## src/rtl/rop_dcr_bank.sv

```systemverilog
// ROP device-configuration register bank: host writes land in a shadow set that a
// COMMIT copies atomically into the active set once the ROP pipeline is idle.

package rop_types;

  typedef struct packed {
    logic [31:0] addr;
    logic [31:0] pitch;
    logic [31:0] mask;
  } rop_cbuf_t;

  typedef struct packed {
    logic [31:0] zbuf_addr;
    logic [31:0] zbuf_pitch;
    logic [2:0]  depth_func;
    logic        depth_writemask;
    logic [2:0]  stencil_front_func;
    logic [2:0]  stencil_back_func;
    logic [2:0]  stencil_front_zpass;
    logic [2:0]  stencil_back_zpass;
    logic [2:0]  stencil_front_zfail;
    logic [2:0]  stencil_back_zfail;
    logic [2:0]  stencil_front_fail;
    logic [2:0]  stencil_back_fail;
    logic [7:0]  stencil_front_ref;
    logic [7:0]  stencil_back_ref;
    logic [7:0]  stencil_front_mask;
    logic [7:0]  stencil_back_mask;
    logic [7:0]  stencil_writemask;
    logic [2:0]  blend_mode_rgb;
    logic [2:0]  blend_mode_a;
    logic [3:0]  blend_src_rgb;
    logic [3:0]  blend_src_a;
    logic [3:0]  blend_dst_rgb;
    logic [3:0]  blend_dst_a;
    logic [31:0] blend_const;  // {a, r, g, b}
    logic [3:0]  logic_op;
  } rop_common_t;

  typedef struct packed {
    rop_cbuf_t   cbuf;
    rop_common_t com;
  } rop_dcrs_t;

endpackage

module rop_dcr_bank
  import rop_types::*;
#(
  parameter int unsigned NUM_RT     = 4,
  parameter logic [11:0] DCR_BASE   = 12'h100,
  parameter int unsigned EPOCH_BITS = 8
) (
  input  logic                                 clk,
  input  logic                                 reset,
  input  logic                                 dcr_wr_valid,
  output logic                                 dcr_wr_ready,
  input  logic [11:0]                          dcr_wr_addr,
  input  logic [31:0]                          dcr_wr_data,
  input  logic                                 rop_busy,
  output logic [NUM_RT*$bits(rop_dcrs_t)-1:0]  dcrs,
  output logic                                 commit_done,
  output logic [EPOCH_BITS-1:0]                epoch
);

  localparam int unsigned W = $bits(rop_dcrs_t);

  typedef enum logic [0:0] {StIdle, StPending} state_e;

  state_e                r_state;
  logic                  r_ready;
  logic                  r_commit_done;
  logic [EPOCH_BITS-1:0] r_epoch;
  rop_common_t           r_com_shadow;
  rop_common_t           r_com_active;
  rop_cbuf_t             r_cb_shadow [NUM_RT];
  rop_cbuf_t             r_cb_active [NUM_RT];

  logic [11:0] w_offset;
  logic        w_in_range;
  logic        w_wr;
  logic        w_commit;

  assign w_offset   = dcr_wr_addr - DCR_BASE;
  assign w_in_range = (dcr_wr_addr >= DCR_BASE);
  assign w_wr       = dcr_wr_valid && r_ready && w_in_range;
  assign w_commit   = w_wr && (w_offset == 12'd14);

  always_ff @(posedge clk) begin
    if (reset) begin
      r_com_shadow <= '0;
      for (int r = 0; r < NUM_RT; r++) r_cb_shadow[r] <= '0;
    end else if (w_wr) begin
      case (w_offset)
        12'd0:  r_com_shadow.zbuf_addr  <= dcr_wr_data;
        12'd1:  r_com_shadow.zbuf_pitch <= dcr_wr_data;
        12'd2: begin
          r_com_shadow.depth_func      <= dcr_wr_data[2:0];
          r_com_shadow.depth_writemask <= dcr_wr_data[3];
        end
        12'd3: begin
          r_com_shadow.stencil_front_func <= dcr_wr_data[2:0];
          r_com_shadow.stencil_back_func  <= dcr_wr_data[18:16];
        end
        12'd4: begin
          r_com_shadow.stencil_front_zpass <= dcr_wr_data[2:0];
          r_com_shadow.stencil_back_zpass  <= dcr_wr_data[18:16];
        end
        12'd5: begin
          r_com_shadow.stencil_front_zfail <= dcr_wr_data[2:0];
          r_com_shadow.stencil_back_zfail  <= dcr_wr_data[18:16];
        end
        12'd6: begin
          r_com_shadow.stencil_front_fail <= dcr_wr_data[2:0];
          r_com_shadow.stencil_back_fail  <= dcr_wr_data[18:16];
        end
        12'd7: begin
          r_com_shadow.stencil_front_ref <= dcr_wr_data[7:0];
          r_com_shadow.stencil_back_ref  <= dcr_wr_data[23:16];
        end
        12'd8: begin
          r_com_shadow.stencil_front_mask <= dcr_wr_data[7:0];
          r_com_shadow.stencil_back_mask  <= dcr_wr_data[23:16];
        end
        12'd9:  r_com_shadow.stencil_writemask <= dcr_wr_data[7:0];
        12'd10: begin
          r_com_shadow.blend_mode_rgb <= dcr_wr_data[2:0];
          r_com_shadow.blend_mode_a   <= dcr_wr_data[18:16];
        end
        12'd11: begin
          r_com_shadow.blend_src_rgb <= dcr_wr_data[3:0];
          r_com_shadow.blend_src_a   <= dcr_wr_data[11:8];
          r_com_shadow.blend_dst_rgb <= dcr_wr_data[19:16];
          r_com_shadow.blend_dst_a   <= dcr_wr_data[27:24];
        end
        12'd12: r_com_shadow.blend_const <= dcr_wr_data;
        12'd13: r_com_shadow.logic_op    <= dcr_wr_data[3:0];
        default: ;
      endcase
      // Per-RT triplets start at offset 16; RT indices past NUM_RT simply never match.
      for (int r = 0; r < NUM_RT; r++) begin
        if (w_offset == 12'(16 + 3 * r)) r_cb_shadow[r].addr  <= dcr_wr_data;
        if (w_offset == 12'(17 + 3 * r)) r_cb_shadow[r].pitch <= dcr_wr_data;
        if (w_offset == 12'(18 + 3 * r)) r_cb_shadow[r].mask  <= dcr_wr_data;
      end
    end
  end

  always_ff @(posedge clk) begin
    if (reset) begin
      r_state       <= StIdle;
      r_ready       <= 1'b1;
      r_commit_done <= 1'b0;
      r_epoch       <= '0;
      r_com_active  <= '0;
      for (int r = 0; r < NUM_RT; r++) r_cb_active[r] <= '0;
    end else begin
      r_commit_done <= 1'b0;
      case (r_state)
        StIdle: begin
          if (w_commit) begin
            r_state <= StPending;
            r_ready <= 1'b0;
          end
        end
        StPending: begin
          if (!rop_busy) begin
            r_com_active <= r_com_shadow;
            for (int r = 0; r < NUM_RT; r++) r_cb_active[r] <= r_cb_shadow[r];
            r_epoch       <= r_epoch + 1'b1;
            r_commit_done <= 1'b1;
            r_ready       <= 1'b1;
            r_state       <= StIdle;
          end
        end
        default: r_state <= StIdle;
      endcase
    end
  end

  for (genvar gi = 0; gi < NUM_RT; gi++) begin : g_slice
    assign dcrs[gi*W +: W] = {r_cb_active[gi], r_com_active};
  end

  assign dcr_wr_ready = r_ready;
  assign commit_done  = r_commit_done;
  assign epoch        = r_epoch;

endmodule

```

## config.mk

```make
export PLATFORM = sky130hd
export DESIGN_NAME = rop_dcr_bank
export DESIGN_NICKNAME = d
export VERILOG_FILES = /design/src/rtl/rop_dcr_bank.sv
export SDC_FILE = /design/constraint.sdc
export NUM_CORES = 1
export LEC_CHECK = 0
export BUFFER_PORTS_ARGS = -buffer_cell sky130_fd_sc_hd__buf_2
export CORE_AREA = 3 3 472 474
export CTS_CLUSTER_DIAMETER = 40
export DETAILED_ROUTE_END_ITERATION = 16
export DIE_AREA = 0 0 475 477
export HOLD_SLACK_MARGIN = 0.03
export PLACE_DENSITY = 0.43
export SETUP_SLACK_MARGIN = 0.4
export SLEW_MARGIN = 10
export SYNTH_ARGS = -nofsm -noshare
export SYNTH_HDL_FRONTEND = slang
export SYNTH_SLANG_ARGS = --single-unit
```

## constraint.sdc

```tcl
create_clock -name clk -period 38.7 [get_ports clk]
set_input_delay 7.74 -clock clk [delete_from_list [all_inputs] [get_ports clk]]
set_output_delay 7.74 -clock clk [all_outputs]
set_load 0.01 [all_outputs]
```

==> results by group <==
Timing
  – Worst-margin pin slew: ~1200 ps
  – Setup WS post-layout: around 27000 ps
  – Final min period: between 10000 and 15000 ps
  – Fmax: between 80 and 90 MHz
  – Period utilization: a little under a third
  – Max-slew headroom: between 20% and 30%
  – Final Hold Viols: 0
  – Clk_skew: 73.6 ps
  – RSZ-0062 raised after global routing: no
  – Setup violators final: 0
  – Setup_tns: 0 ps
  – Worst hold slack: between 400 and 500 ps
  – Pins Over Slew Limit: 0

Routing
  – Drt total wl: about 220 mm
  – Detailed Route Iter0 Violations: between 2000 and 3000
  – Post-route ant nets: 0
  – Pre-Repair DR Iteration Count: 7
  – Avg WL per Cell: approximately 28 um
  – Vias: approximately 32000
  – Vias per cell: around 4.2
  – DR DRC count: 0

Run
  – Max Cap Violations: 0

Pwr
  – Total power: ~3.4 mW
  – Pwr/cell area: between 50 and 60 mW/mm2
  – Total leakage power: between 20 and 30 nW
  – Peak VDD IR: 0.0000424 V

Critical path
  – Most used cell, CP: buf_4
  – CP startpoint kind: input pin
  – Reg-to-Reg Start: r_state
  – Slowest CP cell: buf_4
  – Largest stage delay, worst path: about 830 ps
  – Worst EP required: 39130 ps
  – Crit end category: flop
  – CP max FO: ~70
  – Crit path cell chain: buf_2, nand2b_4, nand2b_4, buf_4, buf_4, buf_4, buf_4
  – Worst Setup SP: rop_busy
  – Critical Path AT: between 10000 and 15000 ps
  – Crit Path Class: input pin to flop

Worst hold path
  – Worst Hold Class: flop to flop
  – Start point of the worst hold path: r_com_shadow[147]

Placed design
  – PortBufs: 1201
  – Pre-CTS setup slack: roughly 26000 ps
  – Routability Congestion: between 0.7 and 0.8
  – Post-detail-place hpwl: 149 mm
  – Placed Cells incl. Taps: 7213

Global routing
  – Antenna violations before repair: 34
  – First-pass GRT wire length: between 200 and 300 mm
  – Total grt overflow: 0
  – Largest net degree at the start of global routing: between 150 and 200
  – Total Routing Usage GR: around 18%
  – Number of global-route vias before repair: slightly above 30000

Cells and area
  – Fin nets: roughly 4600
  – Most common library cell in the layout ignoring fill and taps: buf_2
  – Finished Layout Cells: 7621
  – Most frequent cells in the layout: buf_2 (1199), edfxtp_1 (768), nand2_1 (397)
  – Area delta synth->final: 26.2%
  – Share of cells above drive strength 1: between 30% and 40%

Floorplanning
  – Initial Util: 21.8%
  – Row cnt: roughly 170
  – Die ar.: roughly 0.23 mm2
  – Core Region: roughly 0.22 mm2
  – Io pins: between 1000 and 1500
  – Chip height: about 480 um
  – Die width: roughly 480 um

Synth
  – Post-synthesis cell area: approximately 0.048 mm2
  – Post-Syn Nets: between 3000 and 4000
  – Yosys cell types: 41
  – Cells after Synth: between 3000 and 4000
  – Average cell area after synthesis: between 10 and 15 um2
  – YS warnings: 0
  – Sequential area share after synthesis: 64.6%
  – Yosys reg bits: approximately 1200

CTS
  – Cts bufs inserted: 210
  – Number of gates resized after cts: 0
  – Sinks on Clock Net: approximately 1200
  – Hold Buf Count CTS: 0
  – Post-CTS Setup Bufs: 0
  – H-tree levels: 4
  – Skew-Pair Late Insertion Delay: 880 ps
  – CTS root buf: clkbuf_16
  – CTS clk-pin slew, worst paths: approximately 50 ps
  – CTS tree: done
  – CTS max path bufs: 3

Status
  – Status: complete, no violations
## flip-flops by register name, indices dropped and copies added, names as in the netlist
signal	count
r_cb_active	384
r_cb_shadow	384
dcrs	190
r_com_shadow	190
epoch	8
commit_done	1
dcr_wr_ready	1
r_state	1
## metal layers
layer  up-vias  global-route usage [%]  share of wire, %
met5         -                       0            0.0060
met4         2                    5.95               3.0
met3       294                    2.67               5.2
met2      1399                    32.0                50
met1     15936                    23.0                42
li1      14325                       -                 -
## worst max-delay path, delay by kind of cell
| family | cells | cell delay (ps) |
|---|---|---|
| and+or+nand+nor | 2 | 1060 |
| buffers and inverters | 5 | 3160 |
## final timing paths
check             cells past startpoint                 end  slack (ps)
setup / recovery                      7  r_cb_active[0][47]       26930
setup reg to reg                      6  r_cb_active[0][47]       33660
hold reg to reg                       2           dcrs[147]         420
hold / removal                        2           dcrs[147]         420
## layout make-up
class	count	area, um2
Antenna cell	11	27.5
Clock buffer	241	5520
Clock inverter	156	2020
Fill cell	22728	159000
Inverter	33	124
Multi-Input combinational cell	1869	11600
Sequential cell	1159	30900
Tap cell	2871	3590
Timing Repair Buffer	1281	6650
## synth_stat cells
library cell  count  share of area [%]
a21o_1            6              0.094
a21oi_1         195                2.0
a31o_2            2              0.037
and2_1          386                5.0
and4_1            2              0.037
and4b_1           1              0.021
buf_1            19               0.15
buf_2            14               0.15
buf_4           580                9.1
clkbuf_1        246                1.9
clkinv_1          8              0.063
dfxtp_1         391                 16
edfxtp_1        768                 48
ha_1              1              0.026
inv_1            25               0.20
mux2_2            1              0.024
mux2i_1         190                4.0
nand2_1         400                3.1
nand2b_1        228                3.0
nand3_1           3              0.031
nand3b_1          3              0.047
nand4_1          15               0.20
nand4_2           6               0.16
nand4b_1          1              0.018
nor2_1            8              0.063
nor2b_1           5              0.065
nor3_1          208                2.2
nor4_1          121                1.6
nor4_2           61                1.6
nor4b_1           2              0.037
nor4b_4           2              0.099
nor4bb_1          2              0.042
o21ai_0           2              0.021
o21bai_1          4              0.063
o31ai_1           3              0.047
o32a_1            1              0.021
or2_2             1              0.013
or3_1             3              0.039
or4_1             3              0.047
or4b_2            1              0.021
xnor2_1           2              0.037
## per-stage QoR
step | util (%) | area (um2)
6_report | 27.5 | 60400
5_1_grt | 27.5 | 60400
4_1_cts | 27.5 | 60400
3_5_place_dp | 24.1 | 52800
3_3_place_gp | 24.1 | 52800
2_1_floorplan | - | 47800
## kinds of logic (layout without fill, tap and decap cells)
group	count (synthesis)	in the layout	share of synthesized area, %
AND/OR/NAND/NOR	1462	1462	17.5
flip-flops	1159	1159	64.6
buffers and inverters	892	1711	11.6
AO/OA/AOI/OAI	213	213	2.32
multiplexers	191	191	4.00
XOR/XNOR	2	2	0.0366
adder cells (fa/ha/maj)	1	1	0.0262
other	0	11	0
## where the power goes
group | internal [mW] | total (mW) | switching [mW]
clock | 1.22 | 1.92 | 0.701
combinational | 0.0222 | 0.112 | 0.0898
sequential | 1.34 | 1.36 | 0.0124
Power figures use the tool's default switching activity.
